--- src/rtl/move_select.sv ---
// move_select: cursor and move-entry controller for the 8x8 game board.
// Turns debounced key pulses into a cursor position, lets the local player pick
// an owned source square and then a destination, and offers the move downstream.
//
// Ports:
//   CLOCK_50, reset_n             clock, asynchronous active-low reset
//   player, my_turn               local colour, local player may act
//   dir                           cursor axis (0: column, 1: row)
//   key1out/key2out/key3out       single-cycle pulses: +1, -1, enter
//   board_cur                     current board, [row][col] 4-bit codes, 15 = empty
//   move_valid/move_ready         move handshake to the board-update stage
//   move_from, move_to            {row,col} of the pending move
//   cursor_row, cursor_col        cursor position
//   square_highlight              [row][col] mask: cursor plus latched source
//
// Latency: key pulse at edge N is visible on cursor/highlight after edge N;
// enter on a destination raises move_valid one cycle later.
// Backpressure: move_valid holds with move_from/move_to stable until move_ready.
module move_select (
  input  logic                 CLOCK_50,
  input  logic                 reset_n,
  input  logic                 player,
  input  logic                 my_turn,
  input  logic                 dir,
  input  logic                 key1out,
  input  logic                 key2out,
  input  logic                 key3out,
  input  logic [7:0][7:0][3:0] board_cur,
  input  logic                 move_ready,
  output logic                 move_valid,
  output logic [5:0]           move_from,
  output logic [5:0]           move_to,
  output logic [2:0]           cursor_row,
  output logic [2:0]           cursor_col,
  output logic [7:0][7:0]      square_highlight
);

  typedef enum logic [1:0] {
    S_IDLE     = 2'd0,
    S_PICK_SRC = 2'd1,
    S_PICK_DST = 2'd2,
    S_ISSUE    = 2'd3
  } state_t;

  // Only square [7][4] set (bit 7*8+4 = 60).
  localparam logic [7:0][7:0] HL_RESET = 64'h1000_0000_0000_0000;

  // Registered state and outputs
  state_t          r_state;
  logic [2:0]      r_cur_row;
  logic [2:0]      r_cur_col;
  logic            r_src_vld;
  logic [5:0]      r_src;
  logic            r_move_valid;
  logic [5:0]      r_move_from;
  logic [5:0]      r_move_to;
  logic [7:0][7:0] r_highlight;

  // Next-state values
  state_t          w_state_nxt;
  logic [2:0]      w_row_nxt;
  logic [2:0]      w_col_nxt;
  logic            w_src_vld_nxt;
  logic [5:0]      w_src_nxt;
  logic            w_mv_vld_nxt;
  logic [5:0]      w_from_nxt;
  logic [5:0]      w_to_nxt;
  logic [7:0][7:0] w_hl_nxt;

  // Key decode: enter dominates; +1 and -1 together cancel out.
  logic w_enter;
  logic w_inc;
  logic w_dec;

  assign w_enter = key3out;
  assign w_inc   = key1out & ~key2out & ~key3out;
  assign w_dec   = key2out & ~key1out & ~key3out;

  // Ownership of the square under the cursor, sampled at the enter edge.
  logic [5:0] w_cur_sq;
  logic [3:0] w_cur_code;
  logic       w_cur_own;

  assign w_cur_sq   = {r_cur_row, r_cur_col};
  assign w_cur_code = board_cur[r_cur_row][r_cur_col];
  assign w_cur_own  = player ? (w_cur_code <= 4'd5)
                             : ((w_cur_code >= 4'd6) && (w_cur_code <= 4'd11));

  logic w_accept;
  assign w_accept = r_move_valid & move_ready;

  // Next-state and next-output logic
  always_comb begin
    w_state_nxt   = r_state;
    w_row_nxt     = r_cur_row;
    w_col_nxt     = r_cur_col;
    w_src_vld_nxt = r_src_vld;
    w_src_nxt     = r_src;
    w_mv_vld_nxt  = r_move_valid;
    w_from_nxt    = r_move_from;
    w_to_nxt      = r_move_to;

    case (r_state)
      S_IDLE: begin
        // Keys ignored; cursor keeps its position across turns.
        if (my_turn) begin
          w_state_nxt = S_PICK_SRC;
        end
      end

      S_PICK_SRC, S_PICK_DST: begin
        if (!my_turn) begin
          // Turn taken away mid-entry: abandon the partial move.
          w_state_nxt   = S_IDLE;
          w_src_vld_nxt = 1'b0;
        end else if (w_enter) begin
          if (r_state == S_PICK_SRC) begin
            if (w_cur_own) begin
              w_src_nxt     = w_cur_sq;
              w_src_vld_nxt = 1'b1;
              w_state_nxt   = S_PICK_DST;
            end
          end else begin
            if (w_cur_sq == r_src) begin
              // Entering on the source again cancels the selection.
              w_src_vld_nxt = 1'b0;
              w_state_nxt   = S_PICK_SRC;
            end else if (w_cur_own) begin
              // Another own piece replaces the source.
              w_src_nxt = w_cur_sq;
            end else begin
              w_from_nxt   = r_src;
              w_to_nxt     = w_cur_sq;
              w_mv_vld_nxt = 1'b1;
              w_state_nxt  = S_ISSUE;
            end
          end
        end else if (w_inc) begin
          // 3-bit arithmetic gives the modulo-8 wrap for free.
          if (dir) begin
            w_row_nxt = r_cur_row + 3'd1;
          end else begin
            w_col_nxt = r_cur_col + 3'd1;
          end
        end else if (w_dec) begin
          if (dir) begin
            w_row_nxt = r_cur_row - 3'd1;
          end else begin
            w_col_nxt = r_cur_col - 3'd1;
          end
        end
      end

      S_ISSUE: begin
        // The move survives my_turn falling; only acceptance retires it.
        if (w_accept) begin
          w_mv_vld_nxt  = 1'b0;
          w_src_vld_nxt = 1'b0;
          w_state_nxt   = S_IDLE;
        end
      end

      default: begin
        w_state_nxt = S_IDLE;
      end
    endcase
  end

  // Highlight built from next-state values so it lines up with the cursor
  // registers in the same cycle.
  always_comb begin
    w_hl_nxt = '0;
    w_hl_nxt[w_row_nxt][w_col_nxt] = 1'b1;
    if (w_src_vld_nxt) begin
      w_hl_nxt[w_src_nxt[5:3]][w_src_nxt[2:0]] = 1'b1;
    end
  end

  always_ff @(posedge CLOCK_50 or negedge reset_n) begin
    if (!reset_n) begin
      r_state      <= S_IDLE;
      r_cur_row    <= 3'd7;
      r_cur_col    <= 3'd4;
      r_src_vld    <= 1'b0;
      r_src        <= 6'd0;
      r_move_valid <= 1'b0;
      r_move_from  <= 6'd0;
      r_move_to    <= 6'd0;
      r_highlight  <= HL_RESET;
    end else begin
      r_state      <= w_state_nxt;
      r_cur_row    <= w_row_nxt;
      r_cur_col    <= w_col_nxt;
      r_src_vld    <= w_src_vld_nxt;
      r_src        <= w_src_nxt;
      r_move_valid <= w_mv_vld_nxt;
      r_move_from  <= w_from_nxt;
      r_move_to    <= w_to_nxt;
      r_highlight  <= w_hl_nxt;
    end
  end

  assign move_valid       = r_move_valid;
  assign move_from        = r_move_from;
  assign move_to          = r_move_to;
  assign cursor_row       = r_cur_row;
  assign cursor_col       = r_cur_col;
  assign square_highlight = r_highlight;

endmodule

--- config.mk ---
export PLATFORM = sky130hd
export DESIGN_NAME = move_select
export DESIGN_NICKNAME = d
export VERILOG_FILES = /design/src/rtl/move_select.sv
export SDC_FILE = /design/constraint.sdc
export NUM_CORES = 1
export LEC_CHECK = 0
export ABC_AREA = 1
export CAP_MARGIN = 15
export CORE_MARGIN = 4
export CORE_UTILIZATION = 31
export CTS_CLUSTER_SIZE = 40
export DETAILED_ROUTE_END_ITERATION = 10
export HOLD_SLACK_MARGIN = 0.05
export PLACE_DENSITY = 0.67
export REMOVE_ABC_BUFFERS = 1
export SETUP_SLACK_MARGIN = 0.15
export SYNTH_ARGS = -nofsm -noshare
export SYNTH_HDL_FRONTEND = slang
export SYNTH_SLANG_ARGS = --single-unit
export TNS_END_PERCENT = 50
--- constraint.sdc ---
create_clock -name CLOCK_50 -period 3.3 [get_ports CLOCK_50]
set_input_delay 0.495 -clock CLOCK_50 [delete_from_list [all_inputs] [get_ports CLOCK_50]]
set_output_delay 0.495 -clock CLOCK_50 [all_outputs]
set_load 0.02 [all_outputs]
# Word level (Yosys, flattened, before mapping)
# Index checks and enable logic that the tools add are counted.
# totals
regBits	92
output_inout_bits	83
# classes
addsub	4
n_lt_le_gt_ge	13
eq_ne	14
n_mux	57
bitwise_logic	12
n_reduce_logical	11
# ops
operator	n
binary-select mux 32 bit (select 3 bit)	1
2-to-1 mux 64 bit	1
bitwise OR 64 bit	1
demux 8 bit (select 3 bit)	2
2-to-1 mux 3 bit	14
2-to-1 mux 6 bit	6
2-to-1 mux 32 bit	1
< comparator 3 x 4 -> 1 bit, second input constant	6
2-to-1 mux 2 bit	8
2-to-1 mux 8 bit	2
2-to-1 mux 1 bit	15
inequality test 2 bit, second input constant	7
binary-select mux 4 bit (select 3 bit)	1
>= comparator 3 x 1 -> 1 bit, second input constant	4
AND reduction 7 bit	1
adder 3 x 1 -> 3 bit, second input constant	2
demux 1 bit (select 3 bit)	2
== test 6 bit	1
inverter 1 bit	6
one-hot mux 2 bit (3 select lines)	1
AND reduction 6 bit	1
subtractor 3 x 1 -> 3 bit, second input constant	2
AND 1 bit	5
logical AND 1 bit	5
other kinds (14)	16

# Logic depth before layout (Yosys ltp)
# depth
ltp_word	21
ltp_mapped	23

# Worst setup path after synthesis
# Ideal clock, no wire load.
# synth_timing
path_kind	reg-to-reg
start	register r_cur_row[0], in the netlist cursor_row[0]
end	register r_highlight, in the netlist square_highlight[10]
arrival_time_ps	2551
required_ps	3182
path_slack_ps	631
path_stages_with_launch	23
synth_period_minus_slack_ps	2669
path_cell_list	dfstp_2 -> buf_6 -> inv_4 -> buf_6 -> buf_6 -> nand2_1 -> nand3_1 -> nand3_1 -> nand2_1 -> nand2_1 -> nand3_1 -> nand3_1 -> nand2_1 -> inv_2 -> nand3_2 -> buf_4 -> nand3_2 -> nand2_2 -> a21oi_4 -> nor2_4 -> buf_6 -> nand3_1 -> nand2_1
# synth_lines
element	line	source
from (decl)	50	logic [2:0] r_cur_row;
from (signal assigned)	192	r_cur_row <= w_row_nxt;
to (signal assigned)	199	r_highlight <= w_hl_nxt;
to (decl)	57	logic [7:0][7:0] r_highlight;

==> results.txt <==
The met1 layer wirelength in the final routing came out at 12000 um. The wire length of the first global-routing pass came out at 39300 um. The detailed-placement wirelength estimate is 18900 um.

The final number of hold-violating endpoints is 0. The cell accounting for the most synthesized area is sky130_fd_sc_hd__dfrtp_1. The worst endpoint data arrival time is 3370 ps.

Counting tap cells, the placed design contains a total of 1499 instances. TritonCTS created 9 clock buffers. Summing the areas of all fa, ha and maj instances in the mapped netlist gives 1.58% of the synthesized area. The kind of end point of the critical path is a flip-flop. The final-report max-slew violation count was 0. The clock reaches the later pin of the worst-skew pair after 340 ps. Following the worst setup path forward leads to its endpoint at square_highlight[4]$_DFF_PN0_. The antenna diode count is 0.

Yosys attributes the largest share of cell area to sky130_fd_sc_hd__dfrtp_1 34%, sky130_fd_sc_hd__nand2_1 26%, sky130_fd_sc_hd__nand3_1 18%, sky130_fd_sc_hd__buf_2 2.8%, sky130_fd_sc_hd__dfstp_2 2.1%. The count of input and output buffers came out at 283. In the post-route analysis, the smallest setup slack over all paths is 207 ps.

The final-layout setup total negative slack came out at 0 ps. The chip height came out at 151 um. The finished layout holds 1545 standard cells, fillers aside.

After synthesis, the largest family of logic cells by area is simple AND/OR/NAND/NOR gates. The synthesized netlist devotes 3.34% of its cell area to compound gates. The floorplan core area came out at 20200 um^2. The worst reg-to-reg setup slack is 210 ps. The TritonCTS clock tree is yes.

Setup violations remaining at the end of the flow were counted as 0. For this design the static power due to leakage is 0.00499 uW. The endpoint of the worst register-to-register path is square_highlight[4]$_DFF_PN0_. The synthesized design contains 0 enable-type register cells. The average vias per placed instance is 5.02. The total grt overflow came out at 0.

The number of violations reported at the end of detailed-routing iteration 0 is 596. The run finished with clean final reports. The initial antenna violation count came out at 1.

The cell area power density is 850 nW/um^2. The global placer's final weighted congestion came out at 0.818. Once the floorplan was initialized, standard cells occupied 31.4% of the core.

The count of H-tree levels built during CTS is 3. The tree is rooted in a sky130_fd_sc_hd__clkbuf_16. For the worst setup path, the data required time is 3580 ps. The mean cell area of the mapped netlist came out at 6.54 um^2. In this run the tightest slew margin relative to its limit is 44.1%. The routed design uses 2480 um of met3 wire.

The synthesized netlist devotes 50.0% of its cell area to simple gates. The worst min-delay path class is in -> async. The count of vias placed by the detailed router is 7755. The overall track demand over capacity in global routing came out at 22.0%. Of the synthesized area, sequential elements account for 36.4%. The worst reg2reg path depth is 21.

The worst reg2reg path startpoint is cursor_row[0]$_DFF_PN1_. After floorplanning, the core was divided into 52 placement rows. The synthesized flop and latch total came out at 92. The slew at the pin closest to its max-slew limit is 835 ps. Summing all placed instances gives a cell area of 9470 um^2.

The xor and xnor fraction of the mapped netlist area is 1.11%. For this run, design rule violations remaining after detail routing come to 0. The post-CTS clock slew at the launch and capture registers of the worst setup and hold paths is 70 ps. For this run, the number of Yosys warnings is 0.

The via count of the first global-routing pass is 7142. After synthesis, the netlist uses 38 different library cells. The number of nets in the layout is 1543.

Counting every sink on the clock net gives 92. Counting instances in the post-synthesis netlist gives the leading cell types as 438 x sky130_fd_sc_hd__nand2_1, 231 x sky130_fd_sc_hd__nand3_1, 87 x sky130_fd_sc_hd__dfrtp_1. Pin placement for this block handled 348 I/O pins. STA classifies the critical path startpoint as a flip-flop. After synthesis, the largest area contributor takes up 34.4% of total cell area.

Among all flip-flop cells after synthesis, the most frequent one is sky130_fd_sc_hd__dfrtp_1. The setup slack after placement came out at 21.3 ps. The highest metal layer carrying signal wires in the routed design is met5. The category of the critical setup timing path is reg -> reg. The share of cells above drive strength 1 is 11.5%.

The count of antenna-violating nets left after detailed routing is 0. The synthesis-to-layout area growth came out at 66.4%. The iteration count of the initial detailed-routing pass is 5. The total met2 wirelength after detailed routing is 13300 um.

The total standard cell area after synthesis is 6330 um^2. The highest ir drop seen on vdd is 0.424 mV. The design area came out at 10500 um^2. The number of max-cap violations is 0. The launching instance or port of the critical path is cursor_row[0]$_DFF_PN1_. Setup repair after global routing could not meet its margin everywhere. Measured against the total synthesized area, the mux share comes to 0%.

The longest clock path from root to sink contains 2 buffers. Entering global routing, the biggest net connects 53 pins. The width of the die is 151 um.

The fraction of registers with async set or reset after synthesis is 100%. The final period demand of the worst path came out at 3090 ps. The number of cells produced by synthesis is 969.

The most repeated cell in the gate-level netlist after synthesis is sky130_fd_sc_hd__nand2_1. The worst setup skew after layout came out at 9.40 ps. The aggregate routed wire length came out at 28300 um.

The maximum fanout count along the critical path came out at 12. Static timing analysis puts the maximum clock frequency at 323 MHz. In the finished design, the share of the clock period the worst path needs comes to 93.7%.

The floorplan step defined a die boundary enclosing 22800 um^2. In the final routed layout, each cell accounts on average for 18.3 um.
metal layers:
metal / global-route usage, % / vias up
li1: - / 3756
met1: 29.4 / 3643
met2: 36.3 / 314
met3: 5.06 / 40
met4: 5.03 / 2
met5: 0 / -
where the power goes:
group          internal [uW]  switching [uW]
clock                    538             448
sequential              1400             211
combinational           2450            3910
total                   4390            4570
worst min-delay path by stage:
stage,startpoint,end,depth (start not counted)
final,reset_n,square_highlight[11]$_DFF_PN0_,1
after global routing,reset_n,square_highlight[27]$_DFF_PN0_,1
after CTS,reset_n,square_highlight[25]$_DFF_PN0_,1
after detailed placement,move_to[1]$_DFFE_PN0P_,move_to[1]$_DFFE_PN0P_,2
after global placement,move_to[1]$_DFFE_PN0P_,move_to[1]$_DFFE_PN0P_,2
after floorplan,reset_n,cursor_col[0]$_DFF_PN0_,0
state kept, by name, summed over array words and instances (netlist names):
name and cells:
cursor_col 3, cursor_row 3, move_from 6, move_to 6
move_valid 1, r_src 6, r_src_vld 1, r_state 2
square_highlight 64
cells by family (layout without fill, tap and decap cells):
family,count (synthesis),count (layout)
XOR/XNOR,8,8
AND/OR/NAND/NOR,735,736
buffers and inverters,92,397
AO/OA/AOI/OAI,34,34
flip-flops,92,92
adder cells (fa/ha/maj),8,8
what timing repair did:
| item | 4_1_cts | 5_1_grt |
|---|---|---|
| setup endpoints to repair | 64 | 79 |
| endpoints found under the hold margin | 0 | 0 |
| hold buffers | 0 | 0 |
| setup buffers | 5 | 8 |
| cloned | 1 | 16 |
| gates resized for setup | 7 | 62 |
| pin swaps | 4 | 14 |
metrics by stage:
stage / util, % / total power [uW] / hold WS (ps)
CTS: 49.1 / 7850 / 207
finish: 52.3 / 8960 / 192
global placement: 47.0 / 6610 / 466
global route: 52.3 / 9590 / 227
floorplan: - / 4600 / 199
detailed placement: 47.0 / 6680 / 474
worst max-delay path, cell delays in order (launching register included):
cell and delay (ps):
sky130_fd_sc_hd__dfstp_4 730, sky130_fd_sc_hd__buf_12 160, sky130_fd_sc_hd__buf_12 150, sky130_fd_sc_hd__nand2_1 60, sky130_fd_sc_hd__nand3_1 80, sky130_fd_sc_hd__nand3_1 140
sky130_fd_sc_hd__nand2_1 100, sky130_fd_sc_hd__nand2_1 50, sky130_fd_sc_hd__nand3_1 100, sky130_fd_sc_hd__nand3_1 110, sky130_fd_sc_hd__nand2_2 90, sky130_fd_sc_hd__nand2_2 80
sky130_fd_sc_hd__nand2_2 80, sky130_fd_sc_hd__nand2_4 90, sky130_fd_sc_hd__buf_6 150, sky130_fd_sc_hd__nand3_4 90, sky130_fd_sc_hd__nand2_1 80, sky130_fd_sc_hd__nand2_2 130
sky130_fd_sc_hd__nand2_4 90, sky130_fd_sc_hd__nor2_4 260, sky130_fd_sc_hd__nand3_1 120, sky130_fd_sc_hd__nand2_1 80
cell usage in the layout, fill, tap and decap left out, types with 2 or more instances in the layout:
cell / Yosys / routed
sky130_fd_sc_hd__nand2_1: 438 / 423
sky130_fd_sc_hd__clkdlybuf4s50_1: 0 / 282
sky130_fd_sc_hd__nand3_1: 231 / 214
sky130_fd_sc_hd__dfrtp_1: 87 / 87
sky130_fd_sc_hd__nor2_1: 33 / 33
sky130_fd_sc_hd__buf_4: 1 / 31
sky130_fd_sc_hd__inv_1: 30 / 30
sky130_fd_sc_hd__nand3_2: 2 / 18
sky130_fd_sc_hd__o21ai_0: 18 / 18
sky130_fd_sc_hd__clkbuf_16: 0 / 18
sky130_fd_sc_hd__nand2_2: 3 / 14
sky130_fd_sc_hd__nor2_4: 4 / 12
sky130_fd_sc_hd__buf_12: 0 / 10
sky130_fd_sc_hd__nand4_1: 9 / 9
sky130_fd_sc_hd__ha_1: 8 / 8
sky130_fd_sc_hd__xor2_1: 7 / 7
sky130_fd_sc_hd__buf_6: 11 / 7
sky130_fd_sc_hd__inv_2: 5 / 4
sky130_fd_sc_hd__nand2_4: 0 / 4
sky130_fd_sc_hd__a21oi_1: 4 / 4
sky130_fd_sc_hd__dfstp_2: 5 / 4
sky130_fd_sc_hd__nand3_4: 1 / 3
sky130_fd_sc_hd__o21ai_4: 0 / 3
sky130_fd_sc_hd__inv_6: 0 / 3
sky130_fd_sc_hd__buf_16: 0 / 3
sky130_fd_sc_hd__nor3_1: 2 / 2
sky130_fd_sc_hd__o21a_1: 2 / 2
sky130_fd_sc_hd__o211ai_1: 2 / 2
sky130_fd_sc_hd__clkinv_4: 0 / 2
cell type report:
cell class,instances,area [um^2]
Fill cell,1956,9630
Timing Repair inverter,1,8.76
Sequential cell,92,2310
Timing Repair Buffer,343,3660
Multi-Input combinational cell,786,3780
Tap cell,270,338
Inverter,37,154
Clock inverter,6,47.5
Clock buffer,10,239
Note: power is estimated with default switching activity, not from simulation.
